<file path="src/rtl/deser_pkg.sv">
// Shared types and constants for the N-bit lane deserializer.
package deser_pkg;

   typedef enum logic [1:0] {
      HUNT,
      CHECK,
      LOCKED
   } deser_state_t;

   // 4b/5b-style idle word, MSB first; none of its rotations equal itself
   localparam logic [4:0] SYNC_4B5B = 5'b11000;

   function automatic logic [7:0] sat_inc8(input logic [7:0] v);
      return (v == 8'hFF) ? v : v + 8'd1;
   endfunction

endpackage

</file>
<file path="src/rtl/deser_nbit_align_if.sv">
// Lane-side serial input and decoder-side parallel output of the deserializer.
interface deser_nbit_align_if #(parameter int WIDTH = 5);

   logic             sdata;
   logic             realign;
   logic [WIDTH-1:0] pdata;
   logic             pvalid;
   logic             locked;
   logic [7:0]       slip_count;

   modport master (
      output sdata, realign,
      input  pdata, pvalid, locked, slip_count
   );

   modport slave (
      input  sdata, realign,
      output pdata, pvalid, locked, slip_count
   );

endinterface

</file>
<file path="src/rtl/deser_phase_ctr.sv">
// Word phase counter: strobes every WIDTH edges; a slip stalls it one edge to move the boundary.
module deser_phase_ctr #(
   parameter int WIDTH = 5
) (
   input  logic clk160,
   input  logic reset,
   input  logic slip,
   output logic strobe
);

   localparam int PW = (WIDTH > 2) ? $clog2(WIDTH) : 1;
   localparam logic [PW-1:0] LAST = PW'(WIDTH - 1);

   logic [PW-1:0] phase;
   logic          hold;

   assign strobe = (phase == LAST) && !hold;

   // A slip can only come on a strobe edge, so hold always freezes phase at 0
   always_ff @(posedge clk160 or posedge reset) begin
      if (reset) begin
         phase <= '0;
         hold  <= 1'b0;
      end else if (hold) begin
         hold <= 1'b0;
      end else begin
         hold <= slip;
         if (phase == LAST)
            phase <= '0;
         else
            phase <= phase + 1'b1;
      end
   end

endmodule

</file>
<file path="src/rtl/deser_nbit_align.sv">
// Serial-to-parallel deserializer with bit-slip word alignment against a sync pattern and lock FSM.
module deser_nbit_align
   import deser_pkg::*;
#(
   parameter int               WIDTH        = 5,
   parameter logic [WIDTH-1:0] SYNC_PATTERN = SYNC_4B5B,
   parameter int               LOCK_COUNT   = 4
) (
   input logic               clk160,
   input logic               reset,
   deser_nbit_align_if.slave bus
);

   logic [WIDTH-1:0] shreg;
   logic [WIDTH-1:0] word;
   logic             strobe;
   logic             slip;
   logic             match;

   deser_state_t state, state_n;
   logic [3:0]   cnt, cnt_n;

   logic [WIDTH-1:0] pdata_r;
   logic             pvalid_r;
   logic             locked_r;
   logic [7:0]       slip_count_r;

   // The word includes the bit sampled on this edge, so capture has no extra latency
   assign word  = {shreg[WIDTH-2:0], bus.sdata};
   assign match = (word == SYNC_PATTERN);

   deser_phase_ctr #(.WIDTH(WIDTH)) u_phase (
      .clk160 (clk160),
      .reset  (reset),
      .slip   (slip),
      .strobe (strobe)
   );

   always_ff @(posedge clk160 or posedge reset) begin
      if (reset) begin
         shreg <= '0;
         state <= HUNT;
         cnt   <= '0;
      end else begin
         shreg <= word;
         state <= state_n;
         cnt   <= cnt_n;
      end
   end

   // realign wins over any strobe-edge transition and never slips
   always_comb begin
      state_n = state;
      cnt_n   = cnt;
      slip    = 1'b0;
      if (bus.realign) begin
         state_n = HUNT;
         cnt_n   = '0;
      end else if (strobe) begin
         case (state)
            HUNT: begin
               if (match) begin
                  cnt_n   = 4'd1;
                  state_n = (LOCK_COUNT == 1) ? LOCKED : CHECK;
               end else begin
                  slip = 1'b1;
               end
            end
            CHECK: begin
               if (match) begin
                  cnt_n = cnt + 4'd1;
                  if (cnt + 4'd1 == 4'(LOCK_COUNT))
                     state_n = LOCKED;
               end else begin
                  slip    = 1'b1;
                  state_n = HUNT;
                  cnt_n   = '0;
               end
            end
            LOCKED: ;
            default: begin
               state_n = HUNT;
               cnt_n   = '0;
            end
         endcase
      end
   end

   always_ff @(posedge clk160 or posedge reset) begin
      if (reset) begin
         pdata_r      <= '0;
         pvalid_r     <= 1'b0;
         locked_r     <= 1'b0;
         slip_count_r <= '0;
      end else begin
         if (strobe)
            pdata_r <= word;
         pvalid_r <= strobe && (state == LOCKED) && !bus.realign;
         locked_r <= (state_n == LOCKED);
         if (slip)
            slip_count_r <= sat_inc8(slip_count_r);
      end
   end

   assign bus.pdata      = pdata_r;
   assign bus.pvalid     = pvalid_r;
   assign bus.locked     = locked_r;
   assign bus.slip_count = slip_count_r;

endmodule

</file>
<file path="src/flat_wrapper.sv">
// flat-port wrapper written by rule: the top's interface ports become plain ports
module deser_nbit_align_flat import deser_pkg::*;
#(
   parameter int               WIDTH        = 5,
   parameter logic [WIDTH-1:0] SYNC_PATTERN = SYNC_4B5B,
   parameter int               LOCK_COUNT   = 4
)
  (clk160, reset, bus_sdata, bus_realign, bus_pdata, bus_pvalid, bus_locked, bus_slip_count);
  deser_nbit_align_if #(.WIDTH(WIDTH)) bus_i ();
  input logic clk160;
  input logic reset;
  input wire logic [$bits(bus_i.sdata)-1:0] bus_sdata;
  input wire logic [$bits(bus_i.realign)-1:0] bus_realign;
  output wire logic [$bits(bus_i.pdata)-1:0] bus_pdata;
  output wire logic [$bits(bus_i.pvalid)-1:0] bus_pvalid;
  output wire logic [$bits(bus_i.locked)-1:0] bus_locked;
  output wire logic [$bits(bus_i.slip_count)-1:0] bus_slip_count;
  assign bus_i.sdata = bus_sdata;
  assign bus_i.realign = bus_realign;
  assign bus_pdata = bus_i.pdata;
  assign bus_pvalid = bus_i.pvalid;
  assign bus_locked = bus_i.locked;
  assign bus_slip_count = bus_i.slip_count;
  deser_nbit_align #(.WIDTH(WIDTH), .SYNC_PATTERN(SYNC_PATTERN), .LOCK_COUNT(LOCK_COUNT)) u_core (.clk160(clk160), .reset(reset), .bus(bus_i));
endmodule
</file>
<file path="config.mk">
export PLATFORM = sky130hd
export DESIGN_NAME = deser_nbit_align_flat
export DESIGN_NICKNAME = d
export VERILOG_FILES = /design/src/rtl/deser_pkg.sv /design/src/rtl/deser_nbit_align_if.sv /design/src/rtl/deser_phase_ctr.sv /design/src/rtl/deser_nbit_align.sv /design/src/flat_wrapper.sv
export SDC_FILE = /design/constraint.sdc
export NUM_CORES = 1
export LEC_CHECK = 0
export CAP_MARGIN = 20
export CORE_MARGIN = 3
export CORE_UTILIZATION = 55
export DETAILED_ROUTE_END_ITERATION = 12
export PLACE_DENSITY = 0.8
export SETUP_SLACK_MARGIN = 0.5
export SYNTH_ARGS = -nofsm -noshare
export SYNTH_HDL_FRONTEND = slang
export SYNTH_SLANG_ARGS = --single-unit
</file>
<file path="constraint.sdc">
create_clock -name clk160 -period 3.8 [get_ports clk160]
set_clock_uncertainty 0.05 [all_clocks]
set_input_delay 0.38 -clock clk160 [delete_from_list [all_inputs] [get_ports clk160]]
set_output_delay 0.38 -clock clk160 [all_outputs]
set_load 0.02 [all_outputs]
</file>
* Yosys cells after proc, flatten, opt, wreduce, memory -nomap -nowiden *
Index checks and enable logic that the tools add are counted.

storage, ports and cells
  register bits after elaboration = 29
  bits of input ports = 4
  output and inout bits = 15

cells by class
  add/sub/neg operators = 3
  equality and inequality tests = 9
  muxes and demuxes = 17
  bitwise gates (word level) = 1
  reductions and logical operators = 10

operator list
  cell                                                                      count
  4-bit two-way mux                                                         4
  4-bit case mux with 3 select lines                                        1
  2-bit two-way mux                                                         5
  8-bit by 1-bit adder with 8-bit output (second input constant)            1
  8-bit equality test (second input constant)                               1
  2-bit case mux with 3 select lines                                        1
  5-bit equality test (second input constant)                               1
  1-bit two-way mux                                                         5
  4-bit by 1-bit adder with 4-bit output (second input constant)            1
  2-bit equality test (second input constant)                               2
  4-bit by 3-bit equality test with 1-bit output (second input constant)    1
  3-bit by 1-bit adder with 3-bit output (second input constant)            1
  3-bit equality test (second input constant)                               1
  1-bit logical AND                                                         3
  3-bit two-way mux                                                         1
  3-bit by 2-bit inequality test with 1-bit output (second input constant)  1
  3-bit AND reduction                                                       1
  2-bit by 1-bit equality test with 1-bit output (second input constant)    1
  1-bit zero test                                                           2
  2-bit zero test                                                           1
  2-bit inequality test (second input constant)                             1
  2-bit AND reduction                                                       1
  2-bit nonzero test                                                        1
  2-bit OR reduction                                                        1
  1-bit inverter                                                            1

* Longest topological paths before layout *
Gate-level depths: netlist (run 1).

  word-level depth = 8
  gate-level depth with buffers = 7
  gate-level depth less buffers = 6

* By module *
From an unflattened synthesis (run 1), not the netlist that was laid out.

second synthesis, totals
  cell total of the unflattened synthesis = 113
  area total of the unflattened synthesis = 1,355.0 um2

by module, submodules not included
  module            times used  cells each  area each (um2)  seq. area each (um2)
  deser_nbit_align  1           94          1,149.9          625.6
  deser_phase_ctr   1           19          205.2            100.1

* Worst setup path after synthesis (run 1) *
OpenSTA, ideal clock, no wires.

  path kind = flip-flop to flip-flop
  start point = register u_core.u_phase.phase[0]
  end point = register u_core.slip_count_r[7], in the netlist u_core.bus.slip_count[7]
  library setup time = 125 ps
  arrival time = 1,540 ps
  data required time = 3,625 ps
  path slack = 2,085 ps
  cell stages (with the launch flop) = 7
  buffers on the path = 0
  period minus slack after synthesis = 1,715 ps
  cells stage by stage = dfrtp_1 inv_1 ha_1 nand3b_2 a211oi_4 nand4_2 mux2_4

between the ends
  longest elaborated chain between the ends = 5

ends and longest elaborated chain
  element                               RTL line                 source
  start, declared                       deser_phase_ctr.sv:14    logic [PW-1:0] phase;
  start signal, assigned                deser_phase_ctr.sv:31    phase <= phase + 1'b1;
  3-bit equality test                   deser_phase_ctr.sv:17    assign strobe = (phase == LAST) && !hold;
  1-bit logical AND                     deser_phase_ctr.sv:17
  1-bit two-way mux                     deser_nbit_align.sv:59   end else if (strobe) begin
  1-bit two-way mux                     deser_nbit_align.sv:56   if (bus.realign) begin
  2-bit AND reduction (no source line)  n/a
  end signal, assigned                  deser_nbit_align.sv:101  slip_count_r <= sat_inc8(slip_count_r);
  end, declared                         deser_nbit_align.sv:26   logic [7:0] slip_count_r;

Every way passes these cells.
A chain may end at the register's enable or synchronous reset.

* Worst setup path in the final report (run 1) *
Same ends and word-level chain as after synthesis.

==> impl_results.md, run 1 <==
- Maximum vdd drop: between 0.5 and 0.6 mV
- Combinational Power Share: 0.312
- Port Buf Inserts: 18
- Post-synth top area cell: dfrtp_1
- Sequential area share after synthesis: 0.519
- Maxcap violations: 0
- Worst path arrival time: between 2 and 2.5 ns
- Final min period: 2.12 ns
- Crit path max fanout: 15
- CTS max path bufs: 2
- Syn nets: around 140
- Top cells by area, synth: dfrtp_1, nand2_1, ha_1
- Hold WC Path Type: in2async
- Placed Area: between 0.0015 and 0.002 mm^2
- R2r endpoint: u_core.bus.slip_count[7]
- Sw Share: 0.333
- Clock power frac: 0.262
- Layout cell share with drive strength beyond 1: 0.118
- Fmax: 471 MHz
- FF+latch count, synth: 29
- DR WL/cell: 15.4 um
- Final std cells w/o fill: 180
- Cts bufs inserted: 5
- Max-slew violations: 0
- Setup violators final: 0
- Slew headroom: 0.696
- Dpl cells: about 170
- Synth Cell Area: between 0.001 and 0.0015 mm^2
- Worst R2R Start: u_core.u_phase.phase[0]
- Die Wd: 56.4 um
- Total power: between 1 and 1.5 mW
- First-pass GRT wire length: 4.81 mm
- Crit Path Category: reg2reg
- DP HPWL: 1.87 mm
- Critical Path RT: between 3 and 4 ns
- Gate Count Post-Synth: between 100 and 150
- Critical path capture point: u_core.bus.slip_count[7]
- Worst skew pair latency: between 0.3 and 0.4 ns
- Unrepaired setup endpoints after global routing: false
- Sequential Power Share: 0.426
- Placer Congestion: 0.794
- Commonest non-fill, non-tap cell in the layout: dfrtp_1
- Hold-fix buffers, CTS: 0
- Final ANT Viol Nets: 0
- # DRC: 0
- CP endpoint kind: flop
- Rows: 17
- Post-Route Setup TNS: 0 ns
- TritonCTS clock tree: built
- Post-route cell area: approximately 0.0017 mm^2
- Core area: approximately 0.0023 mm^2
- Post-synth top area share: 0.519
- Top Ports: 19
- Die Y: 56.4 um
- Post-synthesis cell type count: 41
- Largest net degree at the start of global routing: 30
- Area Growth Syn to Fin: 21.8%
- Final-stage net count: 160
- Final Routed Wirelength: 2.76 mm
- DRT iter0 DRCs: 46
- Final Hold Viols: 0
- Synth warn: 0
- Slew @ Worst Pin: 0.454 ns
- Initial antenna violation count: 0
- CTS Root Cell: clkbuf_4
- Die area: between 0.003 and 0.004 mm^2
- GR Overflow Total: 0
- Reg2Reg Setup Slack: approximately 1.7 ns
- Syn Area/Cell: 10.8 um^2
- Vias: 1041
- Layout Utilization: 0.734
- CTS Sinks: 29
- Status: finished, final reports clean
- Final period util: 0.558
- CTS clk-pin slew, worst paths: ~0.090 ns
- Starting Density: 0.603
- Routed vias/inst: 5.78
- Net switching power: approximately 0.34 mW
- Leakage: 0.765 nW
- CP startpoint: u_core.u_phase.phase[0]
- R2R depth: 6
- Drt first pass iters: 4
- GRT Total Usage: 0.195
- Most frequent cells in the layout: dfrtp_1, nand2_1, clkdlybuf4s50_1
- H-Tree Depth: 2
- Post-CTS Setup Bufs: 0
- Critical Path Start Type: flop
- Vias in the first global route: ~1100
- Pwr per Cell Area: between 500 and 600 mW/mm^2
- # diodes: 0
- Fillers: 170
- Internal power: 0.676 mW
- Post-cts resize count: 0
[state kept, by name, indices dropped and copies added, names as in the netlist]
| signal | flops |
|---|---|
| u_core.u_phase.hold | 1 |
| u_core.bus.slip_count | 8 |
| u_core.bus.locked | 1 |
| u_core.state | 2 |
| u_core.cnt | 4 |
| u_core.bus.pdata | 5 |
| u_core.shreg | 4 |
| u_core.bus.pvalid | 1 |
| u_core.u_phase.phase | 3 |
[cell families (layout without fill, tap and decap cells)]
group | Yosys count | after routing | synth area share
fa+ha+maj | 5 | 5 | 0.0448
simple gates | 63 | 63 | 0.264
mux | 3 | 3 | 0.0269
buf+inv | 7 | 30 | 0.0242
compound gates | 16 | 16 | 0.0833
xor+xnor | 6 | 6 | 0.0376
flops | 29 | 29 | 0.519
[cells in the mapped netlist (all sizes together)]
| master | instances |
|---|---|
| xnor2 | 5 |
| or2 | 1 |
| nand4bb | 1 |
| nor4b | 1 |
| a22oi | 1 |
| nor2 | 5 |
| o211ai | 2 |
| clkbuf | 3 |
| xor2 | 1 |
| inv | 3 |
| o31ai | 1 |
| dfrtp | 29 |
| buf | 1 |
| nor2b | 1 |
| a31oi | 4 |
| and4b | 1 |
| mux2 | 3 |
| nand3b | 6 |
| and3b | 3 |
| a211oi | 1 |
| ha | 5 |
| nor3b | 1 |
| nand2b | 1 |
| a21boi | 1 |
| or2b | 1 |
| and2 | 2 |
| nand3 | 4 |
| a21oi | 4 |
| and3 | 2 |
| nand4 | 6 |
| and4 | 1 |
| a211o | 1 |
| nand2 | 24 |
| o21ai | 1 |
| nor3 | 2 |
[per-layer routing]
metal,global-route usage,wire length (um),vias up
met1,0.244,1220,514
met4,0.0610,40,0
met2,0.317,1400,22
met3,0.0690,106,4
met5,0,0,-
li1,-,-,501
[how the worst min path moves through the flow]
stage,to,slack (ns)
2_1_floorplan,u_core.shreg[3],0.32
3_3_place_gp,u_core.shreg[3],0.33
3_5_place_dp,u_core.shreg[3],0.34
4_1_cts,u_core.shreg[3],0.36
5_1_grt,u_core.bus.pdata[0],0.21
6_report,u_core.bus.slip_count[0],0.22
[layout make-up]
type                            instances  area [um^2]  share of cell area
Multi-Input combinational cell         93          638               0.375
Clock buffer                            7         55.1              0.0323
Tap cell                               28         35.0              0.0206
Clock inverter                          1         30.0              0.0176
Timing Repair Buffer                   19          208               0.122
Sequential cell                        29          726               0.426
Inverter                                3         11.3             0.00661
[worst max-delay path: stages, from the launching register on]
cell and delay (ns):
dfrtp_1 0.42, inv_1 0.08, ha_1 0.20, nand3b_2 0.30, a211oi_4 0.48, nand4_2 0.17
mux2_4 0.32
[power groups by stage]
stage	clock network (mW)	registers, mW	logic [mW]
final	0.266	0.432	0.316
after global routing	0.287	0.443	0.348
after CTS	0.270	0.432	0.318
after detailed placement	0	0.438	0.316
after global placement	0	0.432	0.298
after floorplan	0	0.476	0.148
[metrics by stage]
stage | hold WS [ns] | worst slack [ns]
after floorplan | 0.316 | 2.09
after global placement | 0.331 | 1.54
after detailed placement | 0.336 | 1.45
after CTS | 0.357 | 1.66
after global routing | 0.211 | 1.52
final | 0.218 | 1.68
Note: power is estimated with default switching activity, not from simulation.
==> inputs of run 2 (changes only) <==
--- a/config.mk
+++ b/config.mk
@@ -7,9 +7,9 @@
 export LEC_CHECK = 0
 export CAP_MARGIN = 20
 export CORE_MARGIN = 3
-export CORE_UTILIZATION = 55
+export CORE_UTILIZATION = 48
 export DETAILED_ROUTE_END_ITERATION = 12
-export PLACE_DENSITY = 0.8
+export PLACE_DENSITY = 0.74
 export SETUP_SLACK_MARGIN = 0.5
 export SYNTH_ARGS = -nofsm -noshare
 export SYNTH_HDL_FRONTEND = slang
==> constraint.sdc (replaced) <==
create_clock -name clk160 -period 1.9 [get_ports clk160]
set_clock_uncertainty 0.05 [all_clocks]
set_input_delay 0.19 -clock clk160 [delete_from_list [all_inputs] [get_ports clk160]]
set_output_delay 0.19 -clock clk160 [all_outputs]
set_load 0.02 [all_outputs]
==> impl_results.md, run 2 (synthesis gave the netlist of run 1 again) <==
- Post-Route Setup TNS: 0 ns
- Most frequent cells in the layout: dfrtp_1, nand2_1, buf_4
- Unrepaired setup endpoints after global routing: true
- Port Buf Inserts: 18
- TritonCTS clock tree: built
- Area Growth Syn to Fin: 37.0%
- CTS Sinks: 29
- Hold WC Path Type: in2async
- Routed vias/inst: 5.50
- CTS clk-pin slew, worst paths: 0.10 ns
- Pwr per Cell Area: 1060 mW/mm^2
- Final Routed Wirelength: approximately 2.9 mm
- # diodes: 0
- Top Ports: 19
- Final-stage net count: 180
- Dpl cells: roughly 180
- Final ANT Viol Nets: 0
- Slew @ Worst Pin: 0.352 ns
- Max-slew violations: 0
- Starting Density: 0.535
- Critical path cell sequence: inv_2 > ha_4 > nand3b_4 > a211oi_4 > buf_6 > nand4_1 > xnor2_1
- Worst path max stage delay: around 0.40 ns
- CTS max path bufs: 2
- DRT iter0 DRCs: 22
- Rows: 18
- GRT Total Usage: 0.183
- Fillers: 214
- Maxcap violations: 0
- Fmax: around 630 MHz
- First-pass GRT wire length: 4.84 mm
- Vias: 1111
- R2R depth: 7
- Leakage: 0.929 nW
- Cts bufs inserted: 5
- Final period util: 0.840
- Maximum vdd drop: 0.993 mV
- Area of the multi-input gates: 732 um^2
- Status: finished, final reports clean
- # DRC: 0
- Die Y: 60.0 um
- Die area: 0.00360 mm^2
- CP endpoint kind: flop
- DP HPWL: 1.77 mm
- Placer Congestion: around 0.76
- Drt first pass iters: 4
- Commonest non-fill, non-tap cell in the layout: dfrtp_1
- Critical Path Start Type: flop
- H-Tree Depth: 2
- Slowest CP cell: dfrtp_1
- Die Wd: approximately 60 um
- Final Hold Viols: 0
- Final std cells w/o fill: 202
- Crit path max fanout: 6
- Worst skew pair latency: 0.32 ns
- Crit Path Category: reg2reg
- Layout cell share with drive strength beyond 1: 0.331
- Final min period: 1.60 ns
- GR Overflow Total: 0
- Slew headroom: 0.765
- DR WL/cell: 14.3 um
- Worst path arrival time: 1.75 ns
- Register area: roughly 730 um^2
- CTS Root Cell: clkbuf_4
- Core area: approximately 0.0026 mm^2
- Largest net degree at the start of global routing: 30
- Initial antenna violation count: 0
- Vias in the first global route: 1133
- Setup violators final: 0
- Critical Path RT: 2.05 ns
- Max reg flops: 8
[run 2: layer usage]
| layer | track usage | up-vias | wire [um] |
|---|---|---|---|
| met4 | 0.0854 | 0 | 68 |
| met1 | 0.214 | 546 | 1220 |
| li1 | - | 537 | - |
| met3 | 0.0475 | 7 | 127 |
| met5 | 0 | - | 0 |
| met2 | 0.312 | 21 | 1470 |
[run 2: timing repair]
action                                  in CTS  in global routing
pin swaps                                    7                 10
endpoints found under the setup margin      30                 23
buffers inserted                             8                  8
hold buffers                                 0                  0
resized for setup                           21                 16
[run 2: final timing paths]
| kind | start | endpoint | slack [ns] |
|---|---|---|---|
| worst max-delay path | u_core.u_phase.phase[1] | u_core.bus.slip_count[3] | 0.30 |
| worst min-delay path | reset | u_core.bus.slip_count[7] | 0.18 |
| worst max register to register | u_core.u_phase.phase[1] | u_core.bus.slip_count[3] | 0.30 |
| worst min register to register | u_core.shreg[2] | u_core.shreg[3] | 0.36 |
| max in group asynchronous | reset | u_core.cnt[0] | 1.34 |
| min in group clk160 | u_core.shreg[2] | u_core.shreg[3] | 0.36 |
[run 2: worst max-delay path, delay by kind of cell (launching register included)]
| family | cells | cell delay, ns |
|---|---|---|
| flip-flops | 1 | 0.40 |
| AO/OA/AOI/OAI | 1 | 0.28 |
| buffers and inverters | 2 | 0.25 |
| AND/OR/NAND/NOR | 2 | 0.21 |
| XOR/XNOR | 1 | 0.16 |
| adder cells (fa/ha/maj) | 1 | 0.14 |
[run 2: area by class of cell]
cell class | count | share of cell area
clock inverter | 1 | 0.00261
tap | 30 | 0.0196
timing repair buffer | 39 | 0.175
clock buffer | 7 | 0.0340
inverter | 3 | 0.00588
multi-input combinational | 93 | 0.382
sequential | 29 | 0.380
[run 2: metrics by stage]
stage | worst slack, ns | util | hold slack, ns | total power, mW | cell area (um^2)
final | 0.303 | 0.733 | 0.183 | 2.04 | 1910
after global placement | 0.116 | 0.639 | 0.345 | 1.53 | 1670
after floorplan | 0.219 | - | 0.171 | 1.30 | 1440
after detailed placement | 0.0904 | 0.639 | 0.334 | 1.55 | 1670
after global routing | 0.187 | 0.733 | 0.198 | 2.19 | 1910
after CTS | 0.290 | 0.690 | 0.187 | 2.01 | 1800
[run 2: power breakdown]
part	switching (mW)	total, mW	leakage [nW]	internal [mW]
logic	0.384	0.747	0.513	0.363
clock network	0.214	0.428	0.0413	0.214
registers	0.113	0.860	0.375	0.747
total	0.711	2.04	0.929	1.32
==> inputs of run 3 (changes only) <==
==> constraint.sdc (replaced) <==
create_clock -name clk160 -period 1.3 [get_ports clk160]
set_clock_uncertainty 0.05 [all_clocks]
set_input_delay 0.13 -clock clk160 [delete_from_list [all_inputs] [get_ports clk160]]
set_output_delay 0.13 -clock clk160 [all_outputs]
set_load 0.02 [all_outputs]
==> impl_results.md, run 3 (synthesis gave the netlist of run 1 again) <==
- Largest net degree at the start of global routing: 30
- Starting Density: 0.535
- Routed length on met3: 170 um
- Final ANT Viol Nets: 0
- Reg2Reg Setup Slack: -0.31 ns
- Failing checks: setup timing
- Final std cells w/o fill: 224
- Die area: 0.00360 mm^2
- Worst slack, placed: -0.487 ns
- Fmax: roughly 620 MHz
- # DRC: 0
- First-pass GRT wire length: 5.69 mm
- Vias: 1252
- Maximum vdd drop: 1.66 mV
- Final Hold Viols: 0
- CTS Root Cell: clkbuf_4
- Worst path arrival time: roughly 1.8 ns
- Commonest non-fill, non-tap cell in the layout: buf_4
- Hold WC Path Type: in2async
- Area Growth Syn to Fin: 58.5%
- Net switching power: 1.28 mW
- Final period util: 1.24
- Sequential Power Share: 0.334
- Placer Congestion: 0.818
- Worst skew pair latency: roughly 0.33 ns
- DRT iter0 DRCs: 53
- Vias in the first global route: 1263
- Dpl cells: 204
- Highest metal used: met4
- Die Y: approximately 60 um
- Die Wd: roughly 60 um
- Drt first pass iters: 4
- Routed vias/inst: 5.59
- Placed Area: 0.00188 mm^2
- Fillers: around 150
- GR Overflow Total: 0
- Pwr per Cell Area: 1690 mW/mm^2
- CP endpoint kind: flop
- Crit Path Category: reg2reg
- Status: finished, violations left
- Post-route cell area: 0.00221 mm^2
- Core area: 0.00261 mm^2
- GRT Total Usage: 0.217
- Clock power frac: 0.216
- Sw Share: 0.342
- Final min period: 1.61 ns
- Setup violators final: 21
- Critical Path RT: 1.48 ns
- Met1 wire length: about 1.5 mm
- CTS Sinks: 29
- Initial antenna violation count: 0
- Final-stage net count: 202
- Leakage: 1.08 nW
- Port Buf Inserts: 18
- Layout cell share with drive strength beyond 1: 0.531
- Cts bufs inserted: 5
- Unrepaired setup endpoints after global routing: true
- TritonCTS clock tree: built
- Final Routed Wirelength: 3.64 mm
- Maxcap violations: 0
- Post-Route Setup TNS: -4.82 ns
- Critical path cell sequence: inv_2 > ha_4 > nand3b_4 > a211oi_4 > nand4_2 > mux2_4
- CTS max path bufs: 2
- CTS clk-pin slew, worst paths: 0.10 ns
- Slew @ Worst Pin: about 0.34 ns
- Max reg flops: 8
- DR WL/cell: 16.3 um
- Top Ports: 19
- Slowest CP cell: dfrtp_1
- Worst path max stage delay: 0.41 ns
- # diodes: 0
- Final worst setup slack: -0.314 ns
- Max-slew violations: 0
- Internal power: 2.47 mW
- DP HPWL: 2.23 mm
- Rows: 18
- Crit path max fanout: 3
- Combinational Power Share: 0.451
- Most frequent cells in the layout: buf_4, dfrtp_1, buf_6
- Slew headroom: 0.773
- Met2 WL: 1.84 mm
- H-Tree Depth: 2
- Critical Path Start Type: flop
[run 3: worst max-delay path, delay by kind of cell, from the launching register on]
kind | cells | cell delay, ns
compound gates | 1 | 0.27
fa+ha+maj | 1 | 0.15
buf+inv | 1 | 0.08
flops | 1 | 0.41
mux | 1 | 0.31
simple gates | 2 | 0.24
[run 3: final timing paths]
path	depth (start not counted)	end	start
max in group asynchronous	3	u_core.cnt[1]	reset
max	6	u_core.bus.slip_count[7]	u_core.u_phase.phase[1]
min in group clk160	2	u_core.shreg[0]	bus_sdata
min	3	u_core.bus.slip_count[0]	reset
min reg2reg	2	u_core.bus.pdata[1]	u_core.bus.pdata[1]
max reg2reg	6	u_core.bus.slip_count[7]	u_core.u_phase.phase[1]
[run 3: power groups by stage]
stage | logic, mW | registers (mW) | clock network, mW
after floorplan | 0.515 | 1.40 | 0
after global placement | 1.23 | 1.22 | 0
after detailed placement | 1.28 | 1.24 | 0
after CTS | 1.43 | 1.25 | 0.811
after global routing | 1.83 | 1.28 | 0.862
final | 1.69 | 1.25 | 0.808
[run 3: repair_timing]
action / CTS / global route
endpoints found under the setup margin: 40 / 40
pin swaps: 11 / 7
hold buffers: 0 / 0
hold endpoints to repair: 0 / 0
setup buffers: 4 / 8
resized for setup: 114 / 11
[run 3: area by class of cell]
| cell class | count | area (um^2) | share of cell area |
|---|---|---|---|
| sequential | 29 | 727 | 0.328 |
| clock inverter | 2 | 37.5 | 0.0169 |
| timing repair buffer | 61 | 568 | 0.256 |
| inverter | 3 | 11.3 | 0.00508 |
| multi-input combinational | 93 | 782 | 0.353 |
| tap | 30 | 37.5 | 0.0169 |
| clock buffer | 6 | 51.3 | 0.0232 |
[run 3: through the flow]
stage / utilization / total power [mW] / hold slack [ns]
floorplan: - / 1.92 / 0.111
global placement: 0.719 / 2.45 / 0.409
detailed placement: 0.719 / 2.51 / 0.415
CTS: 0.806 / 3.49 / 0.0802
global route: 0.848 / 3.96 / 0.0850
finish: 0.848 / 3.75 / 0.0815
[run 3: routing by layer]
metal  vias up  track usage
met5         -            0
met4         0        0.101
met3        11       0.0670
met2        33        0.333
met1       629        0.277
li1        579            -
